File: config.mk
export PLATFORM = sky130hd
export DESIGN_NAME = mul_issue_sched_flat
export DESIGN_NICKNAME = d
export VERILOG_FILES = /design/src/rtl/mul_issue_sched_if.sv /design/src/rtl/mul_issue_sched.sv /design/src/flat_wrapper.sv
export SDC_FILE = /design/constraint.sdc
export NUM_CORES = 1
export LEC_CHECK = 0
export CAP_MARGIN = 5
export CELL_PAD_IN_SITES_DETAIL_PLACEMENT = 1
export CELL_PAD_IN_SITES_GLOBAL_PLACEMENT = 2
export CORE_MARGIN = 2
export CORE_UTILIZATION = 11
export CTS_CLUSTER_DIAMETER = 200
export DETAILED_ROUTE_END_ITERATION = 12
export PLACE_DENSITY_LB_ADDON = 0.1
export SLEW_MARGIN = 20
export SYNTH_ARGS = -nofsm -noshare
export SYNTH_HDL_FRONTEND = slang
export SYNTH_SLANG_ARGS = --single-unit
File: constraint.sdc
create_clock -name clk -period 4.8 [get_ports clk]
set_input_delay 1.44 -clock clk [delete_from_list [all_inputs] [get_ports clk]]
set_output_delay 1.44 -clock clk [all_outputs]
set_load 0.02 [all_outputs]
File: src/rtl/mul_issue_sched_if.sv
// mul_issue_sched_if: bundle between the two integer issue slots, the external
// writeback claimants, the shared pipelined multiplier and the issue scheduler.
//
// Parameters
//   ROB_W   ROB pointer width
//   HILO_W  HI/LO PRF pointer width
//   DLY_W   width of the claim look-ahead field, $clog2(DLY_MAX+1)
//
// Signals (direction as seen by the scheduler, modport slave)
//   req_val/req_rdy       per-requester valid and grant (bit i = issue slot i)
//   req_signed            per-requester MULT (1) / MULTU (0)
//   req_src_a/req_src_b   per-requester operands, slot i at [32i+:32]
//   req_rob/req_hilo      per-requester ROB pointer and HI/LO PRF destination
//   clm_val/clm_dly       external writeback-port claim and how far ahead it is
//   flush                 kill every multiply accepted before this cycle
//   mul_go..mul_hilo      issue to the multiplier
//   mul_complete          multiplier result strobe
//   wb_val                live multiply result, write HI/LO and retire
//   busy                  any multiply in flight
//   err                   sticky protocol error
interface mul_issue_sched_if #(
    parameter int unsigned ROB_W  = 6,
    parameter int unsigned HILO_W = 4,
    parameter int unsigned DLY_W  = 4
);
    logic [1:0]          req_val;
    logic [1:0]          req_rdy;
    logic [1:0]          req_signed;
    logic [63:0]         req_src_a;
    logic [63:0]         req_src_b;
    logic [2*ROB_W-1:0]  req_rob;
    logic [2*HILO_W-1:0] req_hilo;
    logic                clm_val;
    logic [DLY_W-1:0]    clm_dly;
    logic                flush;
    logic                mul_go;
    logic                mul_signed;
    logic [31:0]         mul_src_a;
    logic [31:0]         mul_src_b;
    logic [ROB_W-1:0]    mul_rob;
    logic [HILO_W-1:0]   mul_hilo;
    logic                mul_complete;
    logic                wb_val;
    logic                busy;
    logic                err;

    modport slave (
        input  req_val, req_signed, req_src_a, req_src_b, req_rob, req_hilo,
        input  clm_val, clm_dly, flush, mul_complete,
        output req_rdy, mul_go, mul_signed, mul_src_a, mul_src_b, mul_rob, mul_hilo,
        output wb_val, busy, err
    );

    modport master (
        output req_val, req_signed, req_src_a, req_src_b, req_rob, req_hilo,
        output clm_val, clm_dly, flush, mul_complete,
        input  req_rdy, mul_go, mul_signed, mul_src_a, mul_src_b, mul_rob, mul_hilo,
        input  wb_val, busy, err
    );
endinterface

File: src/rtl/mul_issue_sched.sv
// mul_issue_sched: issue scheduler for the shared fixed-latency 32x32 multiplier.
//
// Arbitrates two issue slots onto the single multiplier go port, books the shared
// HI/LO writeback port LAT cycles ahead so a multiply never collides with other
// fixed-latency writers, and squashes in-flight results on flush (the multiplier
// itself cannot be killed).
//
// Ports
//   clk    clock
//   reset  synchronous reset, active low
//   bus    mul_issue_sched_if.slave: requester handshake, claims, flush,
//          multiplier issue/complete, wb_val, busy, err
//
// Configuration macro
//   MUL_SCHED_RR_EN  defined: round-robin between the two requesters;
//                    undefined: fixed priority, requester 0 wins.
module mul_issue_sched #(
    parameter int unsigned LAT     = 4,
    parameter int unsigned DLY_MAX = 8,
    parameter int unsigned ROB_W   = 6,
    parameter int unsigned HILO_W  = 4
) (
    input logic              clk,
    input logic              reset,
    mul_issue_sched_if.slave bus
);
    localparam int unsigned DLY_W = $clog2(DLY_MAX + 1);
    localparam logic [DLY_W-1:0] DlyMaxC = DLY_W'(DLY_MAX);
    localparam logic [DLY_W-1:0] LatC    = DLY_W'(LAT);
    localparam logic [DLY_W-1:0] OneC    = DLY_W'(1);

    // res_q[k]: writeback port booked k cycles from now.
    // live_q/raw_q[k]: a multiply completes k cycles from now; live_q is cleared by
    // flush, raw_q is not and tracks what the multiplier will actually emit.
    logic [DLY_MAX:0] res_q, res_d;
    logic [LAT-1:0]   live_q, live_d;
    logic [LAT-1:0]   raw_q, raw_d;
    logic             err_q, err_d;

    logic             fav;
    logic             claim_ok;
    logic             claim_lat;
    logic             slot_ok;
    logic             grant_en;
    logic [1:0]       gnt;
    logic             go;
    logic             sel;

    logic             signed_win;
    logic [31:0]      a_win, b_win;
    logic [ROB_W-1:0] rob_win;
    logic [HILO_W-1:0] hilo_win;

`ifdef MUL_SCHED_RR_EN
    logic rr_q, rr_d;

    assign fav = rr_q;

    // Hand priority to the loser only when both slots were actually competing.
    always_comb begin
        rr_d = rr_q;
        if (go && (&bus.req_val)) begin
            rr_d = ~sel;
        end
    end
`else
    assign fav = 1'b0;
`endif

    // Slot check and grant.
    always_comb begin
        claim_ok  = (bus.clm_dly != '0) && (bus.clm_dly <= DlyMaxC);
        // External claims landing on our slot win; they are never stalled.
        claim_lat = bus.clm_val && (bus.clm_dly == LatC);
        slot_ok   = ~res_q[LAT] & ~claim_lat;
        grant_en  = reset & slot_ok & ~bus.flush;

        gnt = 2'b00;
        if (grant_en) begin
            if (bus.req_val[fav]) begin
                gnt[fav] = 1'b1;
            end else if (bus.req_val[~fav]) begin
                gnt[~fav] = 1'b1;
            end
        end
        go  = |gnt;
        sel = gnt[1];
    end

    // Winner's fields forwarded to the multiplier; zero when nothing issues.
    always_comb begin
        signed_win = 1'b0;
        a_win      = '0;
        b_win      = '0;
        rob_win    = '0;
        hilo_win   = '0;
        if (go) begin
            signed_win = bus.req_signed[sel];
            a_win      = sel ? bus.req_src_a[63:32] : bus.req_src_a[31:0];
            b_win      = sel ? bus.req_src_b[63:32] : bus.req_src_b[31:0];
            rob_win    = sel ? bus.req_rob[2*ROB_W-1:ROB_W] : bus.req_rob[ROB_W-1:0];
            hilo_win   = sel ? bus.req_hilo[2*HILO_W-1:HILO_W] : bus.req_hilo[HILO_W-1:0];
        end
    end

    // Booking windows slide one step toward "now" every cycle.
    always_comb begin
        res_d = res_q >> 1;
        if (bus.clm_val && claim_ok) begin
            res_d[bus.clm_dly - OneC] = 1'b1;
        end
        if (go) begin
            res_d[LAT-1] = 1'b1;
        end

        raw_d = raw_q >> 1;
        if (go) begin
            raw_d[LAT-1] = 1'b1;
        end

        // Flush drops results but leaves res/raw alone: squashed ops still occupy the port.
        live_d = bus.flush ? '0 : (live_q >> 1);
        if (go) begin
            live_d[LAT-1] = 1'b1;
        end

        // The range check is qualified by clm_val so an idle claim field is don't-care.
        err_d = err_q
              | (bus.mul_complete != raw_q[0])
              | (bus.clm_val & ~claim_ok)
              | (bus.clm_val & claim_ok & res_q[bus.clm_dly]);
    end

    always_ff @(posedge clk) begin
        if (!reset) begin
            res_q  <= '0;
            live_q <= '0;
            raw_q  <= '0;
            err_q  <= 1'b0;
`ifdef MUL_SCHED_RR_EN
            rr_q   <= 1'b0;
`endif
        end else begin
            res_q  <= res_d;
            live_q <= live_d;
            raw_q  <= raw_d;
            err_q  <= err_d;
`ifdef MUL_SCHED_RR_EN
            rr_q   <= rr_d;
`endif
        end
    end

    assign bus.req_rdy    = gnt;
    assign bus.mul_go     = go;
    assign bus.mul_signed = signed_win;
    assign bus.mul_src_a  = a_win;
    assign bus.mul_src_b  = b_win;
    assign bus.mul_rob    = rob_win;
    assign bus.mul_hilo   = hilo_win;
    // wb_val/busy are forced low while reset is held, before the flops have cleared.
    assign bus.wb_val     = reset & bus.mul_complete & live_q[0];
    assign bus.busy       = reset & (|raw_q);
    assign bus.err        = err_q;
endmodule

File: src/flat_wrapper.sv
// flat-port wrapper written by rule: the top's interface ports become plain ports
module mul_issue_sched_flat 
#(
    parameter int unsigned LAT     = 4,
    parameter int unsigned DLY_MAX = 8,
    parameter int unsigned ROB_W   = 6,
    parameter int unsigned HILO_W  = 4
)
  (clk, reset, bus_req_val, bus_req_signed, bus_req_src_a, bus_req_src_b, bus_req_rob, bus_req_hilo, bus_clm_val, bus_clm_dly, bus_flush, bus_mul_complete, bus_req_rdy, bus_mul_go, bus_mul_signed, bus_mul_src_a, bus_mul_src_b, bus_mul_rob, bus_mul_hilo, bus_wb_val, bus_busy, bus_err);
  mul_issue_sched_if #(.ROB_W(ROB_W), .HILO_W(HILO_W), .DLY_W((4))) bus_i ();
  input logic clk;
  input logic reset;
  input wire logic [$bits(bus_i.req_val)-1:0] bus_req_val;
  input wire logic [$bits(bus_i.req_signed)-1:0] bus_req_signed;
  input wire logic [$bits(bus_i.req_src_a)-1:0] bus_req_src_a;
  input wire logic [$bits(bus_i.req_src_b)-1:0] bus_req_src_b;
  input wire logic [$bits(bus_i.req_rob)-1:0] bus_req_rob;
  input wire logic [$bits(bus_i.req_hilo)-1:0] bus_req_hilo;
  input wire logic [$bits(bus_i.clm_val)-1:0] bus_clm_val;
  input wire logic [$bits(bus_i.clm_dly)-1:0] bus_clm_dly;
  input wire logic [$bits(bus_i.flush)-1:0] bus_flush;
  input wire logic [$bits(bus_i.mul_complete)-1:0] bus_mul_complete;
  output wire logic [$bits(bus_i.req_rdy)-1:0] bus_req_rdy;
  output wire logic [$bits(bus_i.mul_go)-1:0] bus_mul_go;
  output wire logic [$bits(bus_i.mul_signed)-1:0] bus_mul_signed;
  output wire logic [$bits(bus_i.mul_src_a)-1:0] bus_mul_src_a;
  output wire logic [$bits(bus_i.mul_src_b)-1:0] bus_mul_src_b;
  output wire logic [$bits(bus_i.mul_rob)-1:0] bus_mul_rob;
  output wire logic [$bits(bus_i.mul_hilo)-1:0] bus_mul_hilo;
  output wire logic [$bits(bus_i.wb_val)-1:0] bus_wb_val;
  output wire logic [$bits(bus_i.busy)-1:0] bus_busy;
  output wire logic [$bits(bus_i.err)-1:0] bus_err;
  assign bus_i.req_val = bus_req_val;
  assign bus_i.req_signed = bus_req_signed;
  assign bus_i.req_src_a = bus_req_src_a;
  assign bus_i.req_src_b = bus_req_src_b;
  assign bus_i.req_rob = bus_req_rob;
  assign bus_i.req_hilo = bus_req_hilo;
  assign bus_i.clm_val = bus_clm_val;
  assign bus_i.clm_dly = bus_clm_dly;
  assign bus_i.flush = bus_flush;
  assign bus_i.mul_complete = bus_mul_complete;
  assign bus_req_rdy = bus_i.req_rdy;
  assign bus_mul_go = bus_i.mul_go;
  assign bus_mul_signed = bus_i.mul_signed;
  assign bus_mul_src_a = bus_i.mul_src_a;
  assign bus_mul_src_b = bus_i.mul_src_b;
  assign bus_mul_rob = bus_i.mul_rob;
  assign bus_mul_hilo = bus_i.mul_hilo;
  assign bus_wb_val = bus_i.wb_val;
  assign bus_busy = bus_i.busy;
  assign bus_err = bus_i.err;
  mul_issue_sched #(.LAT(LAT), .DLY_MAX(DLY_MAX), .ROB_W(ROB_W), .HILO_W(HILO_W)) u_core (.clk(clk), .reset(reset), .bus(bus_i));
endmodule
After elaboration in Yosys (flattened, before gate mapping):

Index checks and enable logic that the tools add are counted.

* register bits: 18
* bits in latches: 0
* memory bits (writable): 0
* memory bits (read-only): 0
* bits of input ports: 161
* word-level logic and storage cells: 63
* memories: 0

* add/sub/neg operators: 1
* $mul: 0
* div/mod/pow operators: 0
* $lt $le $gt $ge: 5
* equal/unequal tests: 2
* shift operators: 0
* multiplexer cells: 22
* bitwise operators: 18
* reductions and logical operators: 9

Operators by type and width (number)
* $mux 32: 4
* $mux 6: 2
* $lt 4x5->1 const B: 2
* $and 1x1->1: 9
* $or 8x9->9: 1
* $mux 1: 8
* $mux 4: 2
* $mux 8: 1
* $mux 2: 3
* $not 1->1: 5
* $bmux 1 s4: 1
* $demux 1 s4: 1
* $eq 4x3->1 const B: 1
* $ge 4x1->1 const B: 1
* $le 4x4->1 const B: 1
* $logic_and 1x1->1: 4
* $reduce_bool 4->1: 1
* $reduce_or 2->1: 2
* $reduce_or 4->1: 1
* $sub 4x1->4 const B: 1
* $or 1x1->1: 3
* $lt 1x2->1 const B: 1
* $reduce_and 2->1: 1
* $ne 1x1->1: 1

Logic depth before layout (Yosys ltp):

Gate-level depths: netlist of run 1.

* depth after elaboration: 10
* gate-level depth with buffers: 7

Worst setup path after synthesis of run 1:

OpenSTA, ideal clock, no wires.

* kind: in2out
* start: in bus_clm_dly[0]
* end: out bus_mul_hilo[2]
* data arrival time: 2725 ps
* required time: 3360 ps
* slack: 635 ps
* cell stages on the path: 6
* cell sequence: buf_4 -> nor3b_4 -> a2111oi_4 -> buf_6 -> mux2i_1 -> nor2_2

* longest elaborated chain between the ends: 9
* elaborated cells on any way between the ends: 10

RTL lines
* start: declaration: RTL line flat_wrapper.sv:20 `input wire logic [$bits(bus_i.clm_dly)-1:0] bus_clm_dly;`
* $eq 4x3->1 *: RTL line mul_issue_sched.sv:74 `claim_lat = bus.clm_val && (bus.clm_dly == LatC);`
* $logic_and 1x1->1 *: RTL line mul_issue_sched.sv:74
* $not 1->1 *: RTL line mul_issue_sched.sv:75 `slot_ok = ~res_q[LAT] & ~claim_lat;`
* $and 1x1->1 *: RTL line mul_issue_sched.sv:75
* $and 1x1->1 * (2 in series): RTL line mul_issue_sched.sv:76 `grant_en = reset & slot_ok & ~bus.flush;`
* $mux 2 *: RTL line mul_issue_sched.sv:79 `if (grant_en) begin`
* named net bus_req_rdy[1]: RTL line flat_wrapper.sv:23 `output wire logic [$bits(bus_i.req_rdy)-1:0] bus_req_rdy;`
* $mux 4 or $reduce_or 2->1 (tied branches): RTL line mul_issue_sched.sv:102, mul_issue_sched.sv:86
* $mux 4 *: RTL line mul_issue_sched.sv:97 `if (go) begin`
* end: declaration: RTL line flat_wrapper.sv:29 `output wire logic [$bits(bus_i.mul_hilo)-1:0] bus_mul_hilo;`

The timed path passes the listed nets; every way through them passes the cells marked *.

Final worst setup path of run 1:

* start: in bus_req_val[1]
* end: out bus_mul_src_b[15]

* longest elaborated chain between the ends: 5
* elaborated cells on any way between the ends: 6

RTL lines
* start: declaration: RTL line flat_wrapper.sv:13 `input wire logic [$bits(bus_i.req_val)-1:0] bus_req_val;`
* $mux 2 *: RTL line mul_issue_sched.sv:82 `end else if (bus.req_val[~fav]) begin`
* $mux 2 *: RTL line mul_issue_sched.sv:80 `if (bus.req_val[fav]) begin`
* $mux 2 *: RTL line mul_issue_sched.sv:79
* $mux 32 or $reduce_or 2->1 (tied branches): RTL line mul_issue_sched.sv:100, mul_issue_sched.sv:86
* $mux 32 *: RTL line mul_issue_sched.sv:97
* end: declaration: RTL line flat_wrapper.sv:27 `output wire logic [$bits(bus_i.mul_src_b)-1:0] bus_mul_src_b;`

Mark *: on every way between the ends. The rest lies on a longest branch, timed or not.

==> metrics.cfg, run 1 <==
[placement]
place_ws_ns=-0.2832
post-place-cells=671
placed_area_mm2=0.004443
gp_congestion=0.7317
place_hpwl_mm=9.667
port-buffer-count=241

[final_layout]
diodes=0
nets=670
final_common_cell=clkdlybuf4s50_1
stdcell_count=696
final_area_mm2=0.004644
final_core_util_pct=30.55
drive_gt1_share_pct=26.18
area_delta_synth_final_pct=171.9
n_fill_cell=1829
layout_common_cells=159 x clkdlybuf4s50_1, 68 x nor2_1, 53 x o22ai_1

[routing]
wirelength_mm=12.25
met3WireLength_mm=1.086
drt-met1-wl_mm=4.477
drt_first_pass_iters=4
dr_wl_met2_mm=6.594
routedWlPerCell_um=17.59
ant_nets=0
drc=0
highest_layer=met4
drt_iter0_markers=52
vias_per_cell=4.102
vias=2855

[floorplan]
start_util_pct=11.23
row_count=45
dieArea_mm2=0.01654
fp.dieW_um=128.6
core_area_mm2=0.01520
ioPinCount=242
die_h_um=128.6

[timing]
slew_violations=0
postLayoutSetupSlackWorst_ns=0.07419
tns_ns=0
whs_ns=0.4099
grt_setup_unrepaired=true
fmax_ghz=0.2116
period_minus_slack_ns=4.726
min_period_over_period_pct=98.45
skew_ns=0.0006369
finalSetupViolations=0
final_hold_viol_count=0

[power_and_ir_drop]
irDropWorstVdd_v=0.00009963
p_leak_nw=1.897
powerDensity_mw_per_mm2=146.7
power_mw=0.6815

[clock_tree]
h-tree-depth=1
cts.sinks=16
clock_latency_ns=0.25
numCtsBuffers=3
cts_buffer_depth=2
hold_buffers=0
clk_pin_slew_worst_paths_ns=0.05
cts_tree=done
cts_root_buffer=clkbuf_16

[job]
cap_violations=0

[critical_path]
critical_path.top_delay_family=buffers and inverters
crit_slowest_cell=clkdlybuf4s50_1
cp.required_ns=3.36
cpPeakStageDelay_ns=0.50
crit_chain=clkdlybuf4s50_1 -> nand2b_2 -> a2111oi_4 -> buf_6 -> buf_8 -> buf_6 -> mux2i_1 -> nor2_2 -> buf_2
worstPathMaxFanout=5
critPathMostFrequentCell=buf_6
arrival_ns=3.29
critPathCaptureType=primary output
cp-start-kind=primary input
critPathBufInv=5
critPathKind=primary input to primary output

[worst_hold_path]
min-delay-path-class=register to register

[synth]
synth.avg_cell_area_um2=6.971
ys_seq_area_share_pct=18.75
syn_inst=245
syn_nets=406
ys_types=32
syn_area_mm2=0.001708
yosys_warnings=0
ys_ff_latch=16

[global_routing]
grt_max_degree=57
antenna_found_initial=0
grt_overflow=0
grt_pass1_wl_mm=17.48
grt.total_usage_pct=13.61
grt_pass1_vias=3130

[outcome]
run_status=finished, final reports clean

cells by family (layout without fill, tap and decap cells):
logic type / count (synthesis) / after routing / synth area share [%]
AO/OA/AOI/OAI: 68 / 69 / 27.18
XOR/XNOR: 1 / 1 / 0.5129
buffers and inverters: 33 / 295 / 9.890
flip-flops: 16 / 16 / 18.75
multiplexers: 24 / 24 / 14.80
other: 1 / 1 / 0.2196
AND/OR/NAND/NOR: 102 / 102 / 28.64
repair_timing:
action / in CTS / in global routing
cloned: 0 / 5
setup buffers: 8 / 8
setup endpoints to repair: 72 / 69
gates resized for setup: 104 / 109
pin swaps: 0 / 1
synthesized netlist by cell type:
cell type  count  area (um2)
a2111oi_0      2       17.52
a2111oi_4      1       27.53
a211oi_1       1       7.510
a21oi_1        2       10.01
a41oi_1        6       52.55
and2_1         4       25.02
and3_1         1       6.260
buf_2          6       30.03
buf_4          4       30.03
buf_6          3       33.78
clkbuf_1      12       45.04
clkinv_1       1       3.750
conb_1         1       3.750
dfxtp_1       16       320.3
inv_1          5       18.77
inv_2          2       7.510
mux2i_1       23       230.2
mux4_2         1       22.52
nand2_1        2       7.510
nand2b_2       2       17.52
nor2_1        68       255.2
nor2_2        19       118.9
nor2b_1        2       12.51
nor2b_4        1       13.76
nor3b_1        1       7.510
nor3b_4        1       18.77
nor4_1         1       6.260
o21ai_0        1       5.000
o21ai_1        1       5.000
o22ai_1       53       331.6
o31ai_1        1       7.510
xor2_1         1       8.760
worst min-delay path, delay by kind of cell (launching register included):
kind / cells / cell delay [ns]
flip-flops: 1 / 0.29
buffers and inverters: 1 / 0.04
AND/OR/NAND/NOR: 1 / 0.04
report_power, final:
| group | switching (mW) | internal, mW | leakage (nW) |
|---|---|---|---|
| clock | 0.0512 | 0.126 | 0.0442 |
| combinational | 0.149 | 0.213 | 1.72 |
| sequential | 0.00307 | 0.139 | 0.131 |
| total | 0.203 | 0.478 | 1.90 |
worst paths after layout:
path / start / to / slack [ns] / cells after the start
min: u_core.live_q[1]$_SDFF_PP0_ / u_core.live_q[0]$_SDFF_PP0_ / 0.41 / 2
min reg2reg: u_core.live_q[1]$_SDFF_PP0_ / u_core.live_q[0]$_SDFF_PP0_ / 0.41 / 2
max: bus_req_val[1] / bus_mul_src_b[15] / 0.07 / 9
max reg2reg: u_core.res_q[4]$_SDFF_PN0_ / u_core.res_q[3]$_SDFF_PN0_ / 3.55 / 5
registers in the layout, indices dropped and copies added, names as in the netlist:
register        flops
u_core.bus.err      1
u_core.live_q       4
u_core.raw_q        3
u_core.res_q        8
layer usage:
metal	track usage, %	up-vias
met3	4.491	9
li1	-	1406
met2	26.47	120
met5	0	-
met4	2.174	0
met1	14.45	1320
area by class of cell:
type | count | area (um2) | share of cell area [%]
tap | 188 | 235.2 | 5.065
sequential | 16 | 320.3 | 6.897
clock buffer | 4 | 88.84 | 1.913
inverter | 8 | 30.03 | 0.6466
multi-input combinational | 197 | 1286 | 27.69
timing repair buffer | 283 | 2684 | 57.79
No activity file was read; power rests on OpenSTA's default activity.
==> run 2, diff against run 1 <==
- HOLD_SLACK_MARGIN: unset -> 0.1
- RECOVER_POWER: unset -> 25
==> metrics.cfg, run 2 (synthesis gave the netlist of run 1 again) <==
[power_and_ir_drop]
irDropWorstVdd_v=0.0001001  ; was 0.00009963 V
p_leak_nw=1.886  ; was 1.897 nW
powerDensity_mw_per_mm2=146.9  ; was 146.7 mW/mm2

[floorplan]
dieArea_mm2=0.01654  ; unchanged
ioPinCount=242  ; unchanged
fp.dieW_um=128.6  ; unchanged
row_count=45  ; unchanged
core_area_mm2=0.01520  ; unchanged
start_util_pct=11.23  ; unchanged
die_h_um=128.6  ; unchanged

[global_routing]
grt_overflow=0  ; unchanged
grt_pass1_vias=3130  ; unchanged
grt.total_usage_pct=13.61  ; unchanged
grt_max_degree=57  ; unchanged
antenna_found_initial=0  ; unchanged
grt_pass1_wl_mm=17.48  ; unchanged

[routing]
met3WireLength_mm=1.086  ; unchanged
highest_layer=met4  ; unchanged
routedWlPerCell_um=17.59  ; about the same
vias=2860  ; was 2855
wirelength_mm=12.24  ; was 12.25 mm
ant_nets=0  ; unchanged
drt_iter0_markers=55  ; was 52
vias_per_cell=4.109  ; was 4.102
drt_first_pass_iters=4  ; unchanged
drc=0  ; unchanged
dr_wl_met2_mm=6.596  ; was 6.594 mm
drt-met1-wl_mm=4.469  ; was 4.477 mm

[clock_tree]
cts_tree=done  ; unchanged
cts.sinks=16  ; unchanged
clk_pin_slew_worst_paths_ns=0.05  ; about the same
clock_latency_ns=0.25  ; about the same
cts_root_buffer=clkbuf_16  ; unchanged
cts_buffer_depth=2  ; unchanged
numCtsBuffers=3  ; unchanged
hold_buffers=0  ; unchanged
h-tree-depth=1  ; unchanged

[timing]
period_minus_slack_ns=4.726  ; about the same
final_hold_viol_count=0  ; unchanged
grt_setup_unrepaired=true  ; unchanged
min_period_over_period_pct=98.46  ; was 98.45%
finalSetupViolations=0  ; unchanged
slew_violations=0  ; unchanged
fmax_ghz=0.2116  ; about the same
skew_ns=0.001369  ; was 0.0006369 ns
postLayoutSetupSlackWorst_ns=0.07409  ; was 0.07419 ns

[outcome]
run_status=finished, final reports clean  ; unchanged

[final_layout]
nets=670  ; unchanged
largest_reg_flops=8  ; unchanged
final_common_cell=clkdlybuf4s50_1  ; unchanged
n_fill_cell=1829  ; unchanged
reg_top3=u_core.res_q x8, u_core.live_q x4, u_core.raw_q x3  ; unchanged
seq_area_um2=320.3  ; unchanged
stdcell_count=696  ; unchanged
multi_input_area_mm2=0.001286  ; unchanged
area_delta_synth_final_pct=171.3  ; was 171.9%
regMostFlops=u_core.res_q  ; unchanged
layout_common_cells=158 x clkdlybuf4s50_1, 68 x nor2_1, 53 x o22ai_1  ; was 159 x clkdlybuf4s50_1, 68 x nor2_1, 53 x o22ai_1
drive_gt1_share_pct=25.59  ; was 26.18%
diodes=0  ; unchanged

[placement]
place_hpwl_mm=9.667  ; unchanged
gp_congestion=0.7317  ; unchanged
place_ws_ns=-0.2832  ; unchanged
port-buffer-count=241  ; unchanged
post-place-cells=671  ; unchanged

[worst_hold_path]
holdPathEnd=u_core.live_q[0]$_SDFF_PP0_  ; unchanged
min-delay-path-class=register to register  ; unchanged
whs_path_depth=2  ; unchanged
hp-start=u_core.live_q[1]$_SDFF_PP0_  ; unchanged

[critical_path]
cp-start-kind=primary input  ; unchanged
worstPathMaxFanout=5  ; unchanged
ff2ff_path_depth=5  ; unchanged
reg2reg_slack_ns=3.53  ; was 3.55 ns
arrival_ns=3.29  ; about the same
r2r-end=u_core.res_q[3]$_SDFF_PN0_  ; unchanged
critPathKind=primary input to primary output  ; unchanged
cp.required_ns=3.36  ; about the same
rr_startpoint=u_core.res_q[4]$_SDFF_PN0_  ; unchanged
critPathCaptureType=primary output  ; unchanged

[job]
cap_violations=0  ; unchanged

[run 2: cell count changes in the layout (fill, tap and decap cells not counted)]
cell / previous run / this run
and2_0: 0 / 1
and2_1: 4 / 3
buf_4: 32 / 29
clkbuf_1: 0 / 3
clkdlybuf4s50_1: 159 / 158
dlygate4sd3_1: 0 / 1
[run 2: through the flow]
| stage | hold slack (ns) | power (mW) | area [um2] | utilization (%) | TNS (ns) |
|---|---|---|---|---|---|
| 6_report | 0.4098 | 0.6807 | 4633 | 30.48 | 0 |
| 2_1_floorplan | 0.3936 | 0.2746 | 1708 | - | 0 |
| 3_5_place_dp | 0.4083 | 0.5033 | 4443 | 29.23 | -15.39 |
| 5_1_grt | 0.4463 | 0.7198 | 4633 | 30.48 | -0.01815 |
| 4_1_cts | 0.4160 | 0.6725 | 4526 | 29.77 | -0.004164 |
| 3_3_place_gp | 0.4069 | 0.5017 | 4443 | 29.23 | -16.64 |
[run 2: per-layer routing]
layer | vias to the layer above | global-route usage, %
met3 | 9 | 4.491
met4 | 0 | 2.174
li1 | 1406 | -
met5 | - | 0
met2 | 120 | 26.47
met1 | 1325 | 14.45
[run 2: cell type report]
class	instances	area share [%]
Multi-Input combinational cell	197	27.76
Sequential cell	16	6.913
Clock buffer	4	1.917
Timing Repair Buffer	283	57.68
Inverter	8	0.6481
Tap cell	188	5.077
[run 2: timing repair]
item / in CTS / in global routing
pin swaps: 0 / 1
gates resized for setup: 104 / 109
setup endpoints to repair: 72 / 69
buffers inserted: 8 / 8
gates cloned: 0 / 5
[run 2: worst max-delay path by stage]
stage                                    to  slack (ns)            from  depth (start not counted)
after floorplan             bus_mul_hilo[2]        0.63  bus_clm_dly[0]                          6
after global placement    bus_mul_src_a[31]       -0.30       bus_flush                          8
after detailed placement  bus_mul_src_a[23]       -0.28       bus_flush                          7
after CTS                 bus_mul_src_a[23]      -0.003  bus_clm_dly[2]                          8
after global routing      bus_mul_src_a[13]       -0.02           reset                          8
final                     bus_mul_src_b[15]        0.07  bus_req_val[1]                          9
[run 2: critical path: stages]
cell,delay (ns)
clkdlybuf4s50_1,0.50
nand2b_2,0.10
a2111oi_4,0.40
buf_6,0.17
buf_8,0.11
buf_6,0.12
mux2i_1,0.23
nor2_2,0.05
buf_2,0.16
[run 2: where the power goes]
group	internal [mW]	leakage [nW]	switching (mW)
combinational	0.212	1.71	0.149
clock	0.127	0.0442	0.0516
sequential	0.139	0.131	0.00308
total	0.477	1.89	0.204
==> run 3, diff against run 2 <==
- PLACE_DENSITY: unset -> 0.95
- PLACE_DENSITY_LB_ADDON: 0.1 -> unset
- clock period: 4.8 -> 6 ns (I/O delays scaled with it)
==> metrics.cfg, run 3 (synthesis gave the netlist of run 1 again) <==
[power_and_ir_drop]
powerDensity_mw_per_mm2=120.3  ; was 146.9 mW/mm2
irDropWorstVdd_v=0.00007024  ; was 0.0001001 V
p_leak_nw=1.543  ; was 1.886 nW

[timing]
whs_ns=0.4390  ; was 0.4098 ns
period_minus_slack_ns=5.855
grt_setup_unrepaired=false  ; was true
tns_ns=0  ; unchanged
min_period_over_period_pct=97.58
worst_pin_slew_ns=0.5672
fmax_ghz=0.1708
final_hold_viol_count=0  ; unchanged
skew_ns=0.0007763  ; was 0.001369 ns
slew_violations=0  ; unchanged
finalSetupViolations=0  ; unchanged
max_slew_margin_pct=62.19

[routing]
drt_first_pass_iters=3  ; was 4
drt_iter0_markers=70  ; was 55
vias_per_cell=4.144  ; was 4.109
wirelength_mm=10.88  ; was 12.24 mm
vias=2756  ; was 2860
routedWlPerCell_um=16.35  ; was 17.59 um
ant_nets=0  ; unchanged
highest_layer=met4  ; unchanged
dr_wl_met2_mm=6.072  ; was 6.596 mm
met3WireLength_um=767  ; was 1.086 mm
drt-met1-wl_mm=3.886  ; was 4.469 mm
drc=0  ; unchanged

[critical_path]
arrival_ns=4.05  ; was 3.29 ns
critPathKind=primary input to primary output  ; unchanged
worstPathMaxFanout=37  ; was 5
cp.required_ns=4.20  ; was 3.36 ns
cp-start-kind=primary input  ; unchanged
critPathCaptureType=primary output  ; unchanged

[clock_tree]
h-tree-depth=1  ; unchanged
clk_pin_slew_worst_paths_ns=0.05  ; about the same
cts.sinks=16  ; unchanged
ctsResizeCount=0  ; was 104
clock_latency_ns=0.24  ; was 0.25 ns
hold_buffers=0  ; unchanged
cts_root_buffer=clkbuf_16  ; unchanged
post_cts_buffers=0  ; was 8
cts_tree=done  ; unchanged
numCtsBuffers=3  ; unchanged
cts_buffer_depth=2  ; unchanged

[global_routing]
grt_pass1_vias=3009  ; was 3130
grt_max_degree=51  ; was 57
grt_pass1_wl_mm=16.02  ; was 17.48 mm
antenna_found_initial=0  ; unchanged
grt.total_usage_pct=12.07  ; was 13.61%
grt_overflow=0  ; unchanged

[final_layout]
n_fill_cell=1822  ; was 1829
regMostFlops=u_core.res_q  ; unchanged
final_common_cell=clkdlybuf4s50_1  ; unchanged
largest_reg_flops=8  ; unchanged
reg_top3=u_core.res_q x8, u_core.live_q x4, u_core.raw_q x3  ; unchanged
drive_gt1_share_pct=9.015  ; was 25.59%
nets=639  ; was 670
layout_common_cells=232 x clkdlybuf4s50_1, 68 x nor2_1, 53 x o22ai_1  ; was 158 x clkdlybuf4s50_1, 68 x nor2_1, 53 x o22ai_1
area_delta_synth_final_pct=159.4  ; was 171.3%
diodes=0  ; unchanged
final_area_mm2=0.004431  ; was 0.004633 mm2

[floorplan]
die_h_um=128.6  ; unchanged
fp.dieW_um=128.6  ; unchanged
row_count=45  ; unchanged
start_util_pct=11.23  ; unchanged
core_area_mm2=0.01520  ; unchanged
dieArea_mm2=0.01654  ; unchanged
ioPinCount=242  ; unchanged

[placement]
gp_congestion=0.7666  ; was 0.7317
place_hpwl_mm=8.803  ; was 9.667 mm
port-buffer-count=241  ; unchanged
placed_area_mm2=0.004355  ; was 0.004443 mm2

[job]
cap_violations=0  ; unchanged

[worst_hold_path]
min-delay-path-class=register to register  ; unchanged

[outcome]
run_status=finished, final reports clean  ; unchanged

==> run 3: cell count changes in the layout (fill, tap and decap cells not counted), sizes merged <==
| cell | before | now |
|---|---|---|
| clkbuf | 43 | 7 |
| clkdlybuf4s50 | 158 | 232 |
| dlygate4sd2 | 7 | 0 |
| o21ai | 3 | 2 |
| clkdlybuf4s15 | 25 | 0 |
| buf | 51 | 11 |
| dlymetal6s2s | 2 | 0 |
| dlygate4sd3 | 1 | 7 |
==> run 3: worst paths after layout <==
kind / start / slack, ns / to / cells past startpoint
hold reg to reg: u_core.live_q[2]$_SDFF_PP0_ / 0.44 / u_core.live_q[1]$_SDFF_PP0_ / 2
setup reg to reg: u_core.res_q[3]$_SDFF_PN0_ / 4.66 / u_core.bus.err$_SDFF_PN0_ / 4
setup / recovery: bus_flush / 0.15 / bus_mul_src_a[17] / 8
hold / removal: u_core.live_q[2]$_SDFF_PP0_ / 0.44 / u_core.live_q[1]$_SDFF_PP0_ / 2
==> run 3: metrics by stage <==
| step | total power [mW] | setup WS (ns) | util (%) | std cells |
|---|---|---|---|---|
| 2_1_floorplan | 0.2197 | 1.115 | - | 245 |
| 3_5_place_dp | 0.3962 | 0.1430 | 28.65 | 661 |
| 6_report | 0.5331 | 0.1451 | 29.14 | 665 |
| 5_1_grt | 0.5591 | 0.01795 | 29.14 | 665 |
| 4_1_cts | 0.5403 | 0.09234 | 29.23 | 665 |
| 3_3_place_gp | 0.3905 | 0.1950 | 28.65 | 661 |
==> run 3: power by group <==
part           switching, mW  internal (mW)
Combinational          0.113          0.164
Sequential           0.00293          0.111
Clock                 0.0409          0.101
==> run 3: area by class of cell <==
cell class	count	area [um2]	share of cell area [%]
Tap cell	188	235.2	5.309
Clock buffer	4	88.84	2.005
Multi-Input combinational cell	196	1235	27.87
Inverter	8	30.03	0.6778
Timing Repair Buffer	253	2521	56.90
Sequential cell	16	320.3	7.230
==> run 3: routing by layer <==
layer  track usage, %  vias to the layer above
li1                 -                     1343
met1            12.63                     1277
met2            24.56                      123
met3            2.786                       13
met4            2.046                        0
met5                0                        -
==> run 3: critical path, cell delays in order <==
cell	delay, ns
clkdlybuf4s50_1	0.44
nand2b_1	0.24
a211oi_1	0.31
buf_4	0.18
o21ai_4	0.07
buf_12	0.18
nor2_1	0.16
clkdlybuf4s50_1	0.64
